### src/rtl/chip8_ram_arbiter.sv
// chip8_ram_arbiter
//   Shares the single-port CHIP-8 RAM (ram2) between the ROM loader, the CPU
//   and the display fetch unit. The loader owns the RAM during BOOT. After it
//   signals done, the CPU and the display share the RAM round-robin. In RUN
//   the loader only gets the leftover cycles.
//
//   Ports
//     CLOCK_50, reset_n               clock, async active-low reset
//     ld_*  (req/we/addr/wdata/done)  loader port; ld_gnt accepts the access
//     cpu_* (req/we/addr/wdata)       CPU port; cpu_gnt accepts the access
//     vid_* (req/addr)                display fetch port (read-only); vid_gnt
//     rdata, *_rvalid                 shared read data and per-port valid
//     cpu_run                         high once boot has finished
//     ram_address/ram_data/ram_wren   to ram2; ram_q comes back from ram2
module chip8_ram_arbiter #(
    parameter int ADDR_W       = 12,
    parameter int DATA_W       = 8,
    parameter int READ_LATENCY = 1
) (
    input  logic              CLOCK_50,
    input  logic              reset_n,
    input  logic              ld_req,
    input  logic              ld_we,
    input  logic [ADDR_W-1:0] ld_addr,
    input  logic [DATA_W-1:0] ld_wdata,
    input  logic              ld_done,
    output logic              ld_gnt,
    input  logic              cpu_req,
    input  logic              cpu_we,
    input  logic [ADDR_W-1:0] cpu_addr,
    input  logic [DATA_W-1:0] cpu_wdata,
    output logic              cpu_gnt,
    input  logic              vid_req,
    input  logic [ADDR_W-1:0] vid_addr,
    output logic              vid_gnt,
    output logic [DATA_W-1:0] rdata,
    output logic              ld_rvalid,
    output logic              cpu_rvalid,
    output logic              vid_rvalid,
    output logic              cpu_run,
    output logic [ADDR_W-1:0] ram_address,
    output logic [DATA_W-1:0] ram_data,
    output logic              ram_wren,
    input  logic [DATA_W-1:0] ram_q
);

    typedef enum logic {BOOT, RUN} state_t;

    // Read tags carried down the latency pipe; TAG_NONE marks an empty slot.
    localparam logic [1:0] TAG_NONE = 2'd0;
    localparam logic [1:0] TAG_LD   = 2'd1;
    localparam logic [1:0] TAG_CPU  = 2'd2;
    localparam logic [1:0] TAG_VID  = 2'd3;

    localparam logic RR_CPU = 1'b0;
    localparam logic RR_VID = 1'b1;

    state_t state_q, state_d;
    logic   rr_ptr_q;   // port granted last among CPU/display

    logic              any_gnt;
    logic              gnt_we;
    logic [ADDR_W-1:0] gnt_addr;
    logic [DATA_W-1:0] gnt_data;
    logic [1:0]        gnt_tag;
    logic [1:0]        tag_in;
    logic [ADDR_W-1:0] addr_q;
    logic [DATA_W-1:0] data_q;
    logic [READ_LATENCY-1:0][1:0] vld_pipe;
    logic [1:0]        tag_out;

    // ---------------- FSM ----------------
    always_ff @(posedge CLOCK_50 or negedge reset_n) begin
        if (!reset_n) state_q <= BOOT;
        else          state_q <= state_d;
    end

    always_comb begin
        state_d = state_q;
        if (state_q == BOOT && ld_done) state_d = RUN;
    end

    assign cpu_run = (state_q == RUN);

    // ---------------- arbitration ----------------
    // Grants are forced low while reset is asserted so nothing reaches the
    // RAM before the FSM is in a known state.
    always_comb begin
        ld_gnt  = 1'b0;
        cpu_gnt = 1'b0;
        vid_gnt = 1'b0;
        if (reset_n) begin
            if (state_q == BOOT) begin
                ld_gnt = ld_req;
            end else if (cpu_req && vid_req) begin
                if (rr_ptr_q == RR_CPU) vid_gnt = 1'b1;
                else                    cpu_gnt = 1'b1;
            end else if (cpu_req) begin
                cpu_gnt = 1'b1;
            end else if (vid_req) begin
                vid_gnt = 1'b1;
            end else begin
                ld_gnt = ld_req;
            end
        end
    end

    always_comb begin
        any_gnt  = 1'b1;
        gnt_we   = 1'b0;
        gnt_addr = addr_q;
        gnt_data = data_q;
        gnt_tag  = TAG_NONE;
        if (ld_gnt) begin
            gnt_we = ld_we;   gnt_addr = ld_addr;  gnt_data = ld_wdata;  gnt_tag = TAG_LD;
        end else if (cpu_gnt) begin
            gnt_we = cpu_we;  gnt_addr = cpu_addr; gnt_data = cpu_wdata; gnt_tag = TAG_CPU;
        end else if (vid_gnt) begin
            gnt_addr = vid_addr; gnt_tag = TAG_VID;
        end else begin
            any_gnt = 1'b0;
        end
    end

    // Without a grant the bus keeps its last address/data; only wren drops.
    assign ram_address = gnt_addr;
    assign ram_data    = gnt_data;
    assign ram_wren    = any_gnt & gnt_we;
    assign tag_in      = (any_gnt && !gnt_we) ? gnt_tag : TAG_NONE;

    always_ff @(posedge CLOCK_50 or negedge reset_n) begin
        if (!reset_n) begin
            rr_ptr_q <= RR_CPU;
            addr_q   <= '0;
            data_q   <= '0;
        end else begin
            if (cpu_gnt)      rr_ptr_q <= RR_CPU;
            else if (vid_gnt) rr_ptr_q <= RR_VID;
            if (any_gnt) begin
                addr_q <= gnt_addr;
                data_q <= gnt_data;
            end
        end
    end

    // ---------------- read return ----------------
    // One slot per cycle of RAM latency; the tag leaving the last slot lines
    // up with ram_q for that read, so ordering follows grant order.
    always_ff @(posedge CLOCK_50 or negedge reset_n) begin
        if (!reset_n) begin
            vld_pipe <= '0;
        end else begin
            vld_pipe[0] <= tag_in;
            for (int i = 1; i < READ_LATENCY; i++) vld_pipe[i] <= vld_pipe[i-1];
        end
    end

    assign tag_out    = vld_pipe[READ_LATENCY-1];
    assign ld_rvalid  = (tag_out == TAG_LD);
    assign cpu_rvalid = (tag_out == TAG_CPU);
    assign vid_rvalid = (tag_out == TAG_VID);
    assign rdata      = ram_q;

endmodule

### config.mk
export PLATFORM = sky130hd
export DESIGN_NAME = chip8_ram_arbiter
export DESIGN_NICKNAME = d
export VERILOG_FILES = /design/src/rtl/chip8_ram_arbiter.sv
export SDC_FILE = /design/constraint.sdc
export NUM_CORES = 1
export LEC_CHECK = 0
export CAP_MARGIN = 20
export CELL_PAD_IN_SITES_DETAIL_PLACEMENT = 1
export CELL_PAD_IN_SITES_GLOBAL_PLACEMENT = 2
export CORE_ASPECT_RATIO = 0.5
export CORE_MARGIN = 1
export CORE_UTILIZATION = 33
export DETAILED_ROUTE_END_ITERATION = 12
export DONT_BUFFER_PORTS = 1
export PLACE_DENSITY = 0.76
export SLEW_MARGIN = 20
export SYNTH_ARGS = -nofsm -noshare
export SYNTH_HDL_FRONTEND = slang
export SYNTH_SLANG_ARGS = --single-unit
### constraint.sdc
create_clock -name CLOCK_50 -period 1.6 [get_ports CLOCK_50]
set_input_delay 0.4 -clock CLOCK_50 [delete_from_list [all_inputs] [get_ports CLOCK_50]]
set_output_delay 0.4 -clock CLOCK_50 [all_outputs]
set_load 0.02 [all_outputs]
=== Word level (Yosys, flattened, before mapping) ===
Cells that the tools add are included.

* Flip-flop bits (word level): 24
* Output and inout bits: 36

* Reduce and logical (&&, ||, !) cells: 5
* Bitwise gates (word level): 2
* Muxes and demuxes: 32
* Equal/unequal tests: 3

{| class="wikitable"
|+ Operator list
! kind !! number
|-
| 12-bit 2-to-1 mux || 3
|-
| 1-bit 2-to-1 mux || 23
|-
| 8-bit 2-to-1 mux || 2
|-
| 2-bit 2-to-1 mux || 4
|-
| 2-bit equality test (second input constant) || 2
|-
| 1-bit logical AND || 3
|-
| 2-bit by 1-bit equality test with 1-bit output (second input constant) || 1
|-
| 2-bit nonzero test || 1
|-
| 1-bit bitwise AND || 1
|-
| 1-bit zero test || 1
|-
| 1-bit NOT || 1
|}

=== Logic depth before layout (Yosys ltp) ===
Gate-level depths: netlist (run 1).

* Depth after elaboration: 10
* Mapped depth: 4
* Depth with buffers taken out: 4

=== Least setup slack after synthesis (run 1) ===
No wires, ideal clock.

* Path kind: reg2out
* Start: register state_q, in the netlist cpu_run
* End: output ram_wren
* Stages on the path, launching flop included: 4
* Data arrival time: 1437 ps
* Slack: -237 ps
* Cell sequence: dfrtp_1 -> nand3_1 -> nor2_1 -> a22o_1

* Elaborated cells between the ends (all ways): 12
* Those cells by class: mux (11); bitwise (1)

{| class="wikitable"
|+ RTL lines
! what !! line !! RTL
|-
| start, declared || 58 || <nowiki>state_t state_q, state_d;</nowiki>
|-
| start signal, assigned || 75 || <nowiki>else state_q <= state_d;</nowiki>
|-
| 1-bit 2-to-1 mux (*) || 93 || <nowiki>if (state_q == BOOT) begin</nowiki>
|-
| 1-bit 2-to-1 mux (*) || 92 || <nowiki>if (reset_n) begin</nowiki>
|-
| net cpu_gnt || 32 || <nowiki>output logic cpu_gnt,</nowiki>
|-
| 1-bit 2-to-1 mux || 116 || <nowiki>end else if (cpu_gnt) begin</nowiki>
|-
| 1-bit 2-to-1 mux || 114 || <nowiki>if (ld_gnt) begin</nowiki>
|-
| 1-bit bitwise AND (*) || 128 || <nowiki>assign ram_wren = any_gnt & gnt_we;</nowiki>
|-
| end, declared || 43 || <nowiki>output logic ram_wren,</nowiki>
|}

The timed path passes the listed nets; every way through them passes the cells marked *.

=== Worst setup path after layout (run 1) ===
* Start: register state_q, in the netlist cpu_run
* End: output ram_address[9]

* Longest elaborated chain between the ends: 5
* Elaborated cells between the ends (all ways): 9
* Those cells by class: mux (9)

{| class="wikitable"
|+ RTL lines
! what !! line !! RTL
|-
| 1-bit 2-to-1 mux || 93 ||
|-
| 1-bit 2-to-1 mux || 92 ||
|-
| 12-bit 2-to-1 mux || 118 || <nowiki>end else if (vid_gnt) begin</nowiki>
|-
| 12-bit 2-to-1 mux || 116 ||
|-
| 12-bit 2-to-1 mux (*) || 114 ||
|-
| end, declared || 41 || <nowiki>output logic [ADDR_W-1:0] ram_address,</nowiki>
|}

Every way passes the cells marked *; elsewhere a longest branch is shown, timed or not.

==> flow_metrics.tcl, run 1 <==
set metrics [dict create \
    nFillCells 498 \
    final_cells 312 \
    finalPower_uw 2230 \
    fp.coreArea_um2 4620 \
    top_layer "met4" \
    tritoncts "done" \
    pwr-share-clk 0.167 \
    slew-limit-headroom 0.519 \
    fmax_mhz 514 \
    dpl_cell_area_um2 2270 \
    wl_um 6060 \
    routedWlPerCell_um 19.4 \
    met3_length_um 353 \
    fin_nets 315 \
    setup_viol 24 \
    final_cell_mix "buf_4 (47), dfrtp_1 (23), nand3_1 (17)" \
    violations "setup timing" \
    end_kind "primary output" \
    status "complete, but fails checks" \
    ys_seq_area_frac 0.360 \
    grt_setup_unrepaired "true" \
    port_buffers 0 \
    ys_types 26 \
    post-place-cells 303 \
    grt_max_degree 25 \
    clk_pin_slew_ns 0.08 \
    fp.dieArea_um2 5360 \
    numCtsBuffers 3 \
    drive_above_1_share 0.545 \
    wl_met1_um 2660 \
    hold_violations 0 \
    p_leak_uw 0.00109 \
    dr_wl_met2_um 3010 \
    skew_ns 0.00347 \
    crit_required_ns 1.20 \
    drc 0 \
    power_frac_seq 0.352 \
    fin_area_um2 2770 \
    intPower_uw 1390 \
    design.portCount 104 \
    drt-vias-per-instance 5.76 \
    via_count 1796 \
    worstHoldPathType "in2reg" \
    cp_max_fo 7 \
    pwr-share-comb 0.480 \
    start_util 0.361 \
    synth_cells 197 \
    irDropWorstVdd_mv 0.314 \
    num_antenna_cells 0 \
    fp-row-count 17 \
    arrival_ns 1.55 \
    cts_root_buf "clkbuf_8" \
    clock_sinks 24 \
    fp.dieW_um 103 \
    worst_pin_slew_ns 0.721 \
    p_per_area_nw_per_um2 804 \
    track_usage 0.235 \
    netlist_area_um2 1670 \
    crit_type "reg2out" \
    synth-seq-cells 24 \
    r2r_cells 5 \
    grt_first_pass_wirelength_um 9270 \
    ys_warn_count 0 \
    fin_ws_ns -0.347 \
    grt-ovfl-total 0 \
    die-height_um 52.3 \
    grt_pass1_vias 1849 \
    detail_route.iter0.violations 20 \
    routabilityCongestion 0.714 \
    areaGrowthSynthToFinish_pct 66.3 \
    clock_latency_ns 0.27 \
    finalMaxSlewViolations 0 \
    cap_violations 0 \
    p_sw_frac 0.374 \
    antenna_found_initial 0 \
    timing.final.crit_share 1.22 \
    mostFrequentLayoutCell "buf_4" \
    avgSynthCellArea_um2 8.46 \
    switchingPower_uw 834 \
    dp_hpwl_um 4170 \
    cts.path.max_buffers 2 \
    htreeDepth 1 \
    antenna_left 0 \
    min_path_cells 1 \
    timing.hold.ws_ns 0.223 \
    cp-start-kind "flip-flop" \
    fin_crit_ns 1.95 \
    dr.pass1.iters 4 \
    syn_nets 265 \
    fin_util 0.600 \
]
==> path summary, 6_finish.rpt <==
kind	slack, ns	start	to
setup / recovery	-0.35	cpu_run$_DFFE_PN0P_	ram_address[9]
hold / removal	0.22	ld_we	tag_out[0]$_DFF_PN0_
setup reg to reg	0.20	cpu_run$_DFFE_PN0P_	data_q[7]$_DFFE_PN0P_
hold reg to reg	0.59	data_q[4]$_DFFE_PN0P_	data_q[4]$_DFFE_PN0P_
max in group asynchronous	0.86	reset_n	cpu_run$_DFFE_PN0P_
min in group asynchronous	0.58	reset_n	data_q[1]$_DFFE_PN0P_
==> state kept, by name (all words and copies together), names as in the netlist <==
register	count
cpu_run	1
tag_out	2
rr_ptr_q	1
data_q	8
addr_q	12
==> cell usage after synthesis <==
cell	n	area share
a22o_1	1	0.0053
or2_2	1	0.0038
o2111ai_1	24	0.13
and3_1	1	0.0038
a31oi_1	28	0.11
clkbuf_1	3	0.0068
nor3_1	8	0.024
nor2_1	2	0.0045
o21bai_1	1	0.0045
o21ai_0	9	0.027
nand3_4	1	0.011
buf_2	6	0.018
nor2b_1	15	0.056
nand3_1	33	0.099
buf_6	3	0.020
inv_1	14	0.032
and2b_1	1	0.0045
and2_1	3	0.011
nand2_1	4	0.0090
o21ai_2	1	0.0053
nand2b_1	1	0.0038
dfrtp_1	24	0.36
buf_4	10	0.045
a21oi_1	1	0.0030
o21a_1	1	0.0045
a21boi_2	1	0.0068
==> logic make-up (layout without fill, tap and decap cells) <==
group / count (synthesis) / after routing / share of synthesized area
AOI/OAI and AO/OA: 67 / 67 / 0.288
buffers and inverters: 36 / 85 / 0.122
DFF: 24 / 24 / 0.360
and+or+nand+nor: 70 / 70 / 0.230
==> layer usage <==
metal,global-route usage,vias to the layer above
li1,-,849
met1,0.291,881
met2,0.424,60
met3,0.0560,6
met4,0.0357,0
met5,0,-
==> metrics by stage <==
stage | TNS (ns) | worst slack, ns
after floorplan | -1.11 | -0.0908
after global placement | -0.646 | -0.0731
after detailed placement | -1.41 | -0.0889
after CTS | -8.03 | -0.358
after global routing | -9.22 | -0.418
final | -7.56 | -0.347
==> worst max-delay path, cell delays in order (launching register included) <==
cell	delay (ns)
dfrtp_2	0.43
o21ai_2	0.12
buf_6	0.17
a31oi_2	0.24
o2111ai_2	0.14
buf_4	0.17
==> power groups by stage <==
| stage | logic [uW] | clock network, uW | registers, uW |
|---|---|---|---|
| CTS | 1020 | 388 | 763 |
| floorplan | 607 | 0 | 751 |
| global route | 1140 | 416 | 800 |
| detailed placement | 847 | 0 | 762 |
| global placement | 827 | 0 | 755 |
| finish | 1070 | 373 | 785 |
==> layout make-up <==
type / instances / area (um^2) / share of cell area
timing repair buffer: 67 / 616 / 0.222
sequential: 24 / 602 / 0.217
tap: 66 / 82.6 / 0.0298
inverter: 14 / 52.6 / 0.0190
clock buffer: 4 / 45.0 / 0.0163
multi-input combinational: 137 / 1370 / 0.496
==> timing repair <==
action | CTS | global route
resized for setup | 50 | 32
endpoints found under the setup margin | 24 | 24
hold endpoints to repair | 24 | 0
setup buffers | 4 | 0
hold buffers | 2 | 0
cloned | 1 | 0
pin swaps | 15 | 12
(Power assumes the default switching activity.)
==> inputs of run 2 (changes only) <==
--- a/config.mk
+++ b/config.mk
@@ -9,7 +9,6 @@
 export CELL_PAD_IN_SITES_DETAIL_PLACEMENT = 1
 export CELL_PAD_IN_SITES_GLOBAL_PLACEMENT = 2
 export CORE_ASPECT_RATIO = 0.5
-export CORE_MARGIN = 1
 export CORE_UTILIZATION = 33
 export DETAILED_ROUTE_END_ITERATION = 12
 export DONT_BUFFER_PORTS = 1
==> results of run 2 <==
The final DEF is identical to that of run 1; final timing and power are the same.
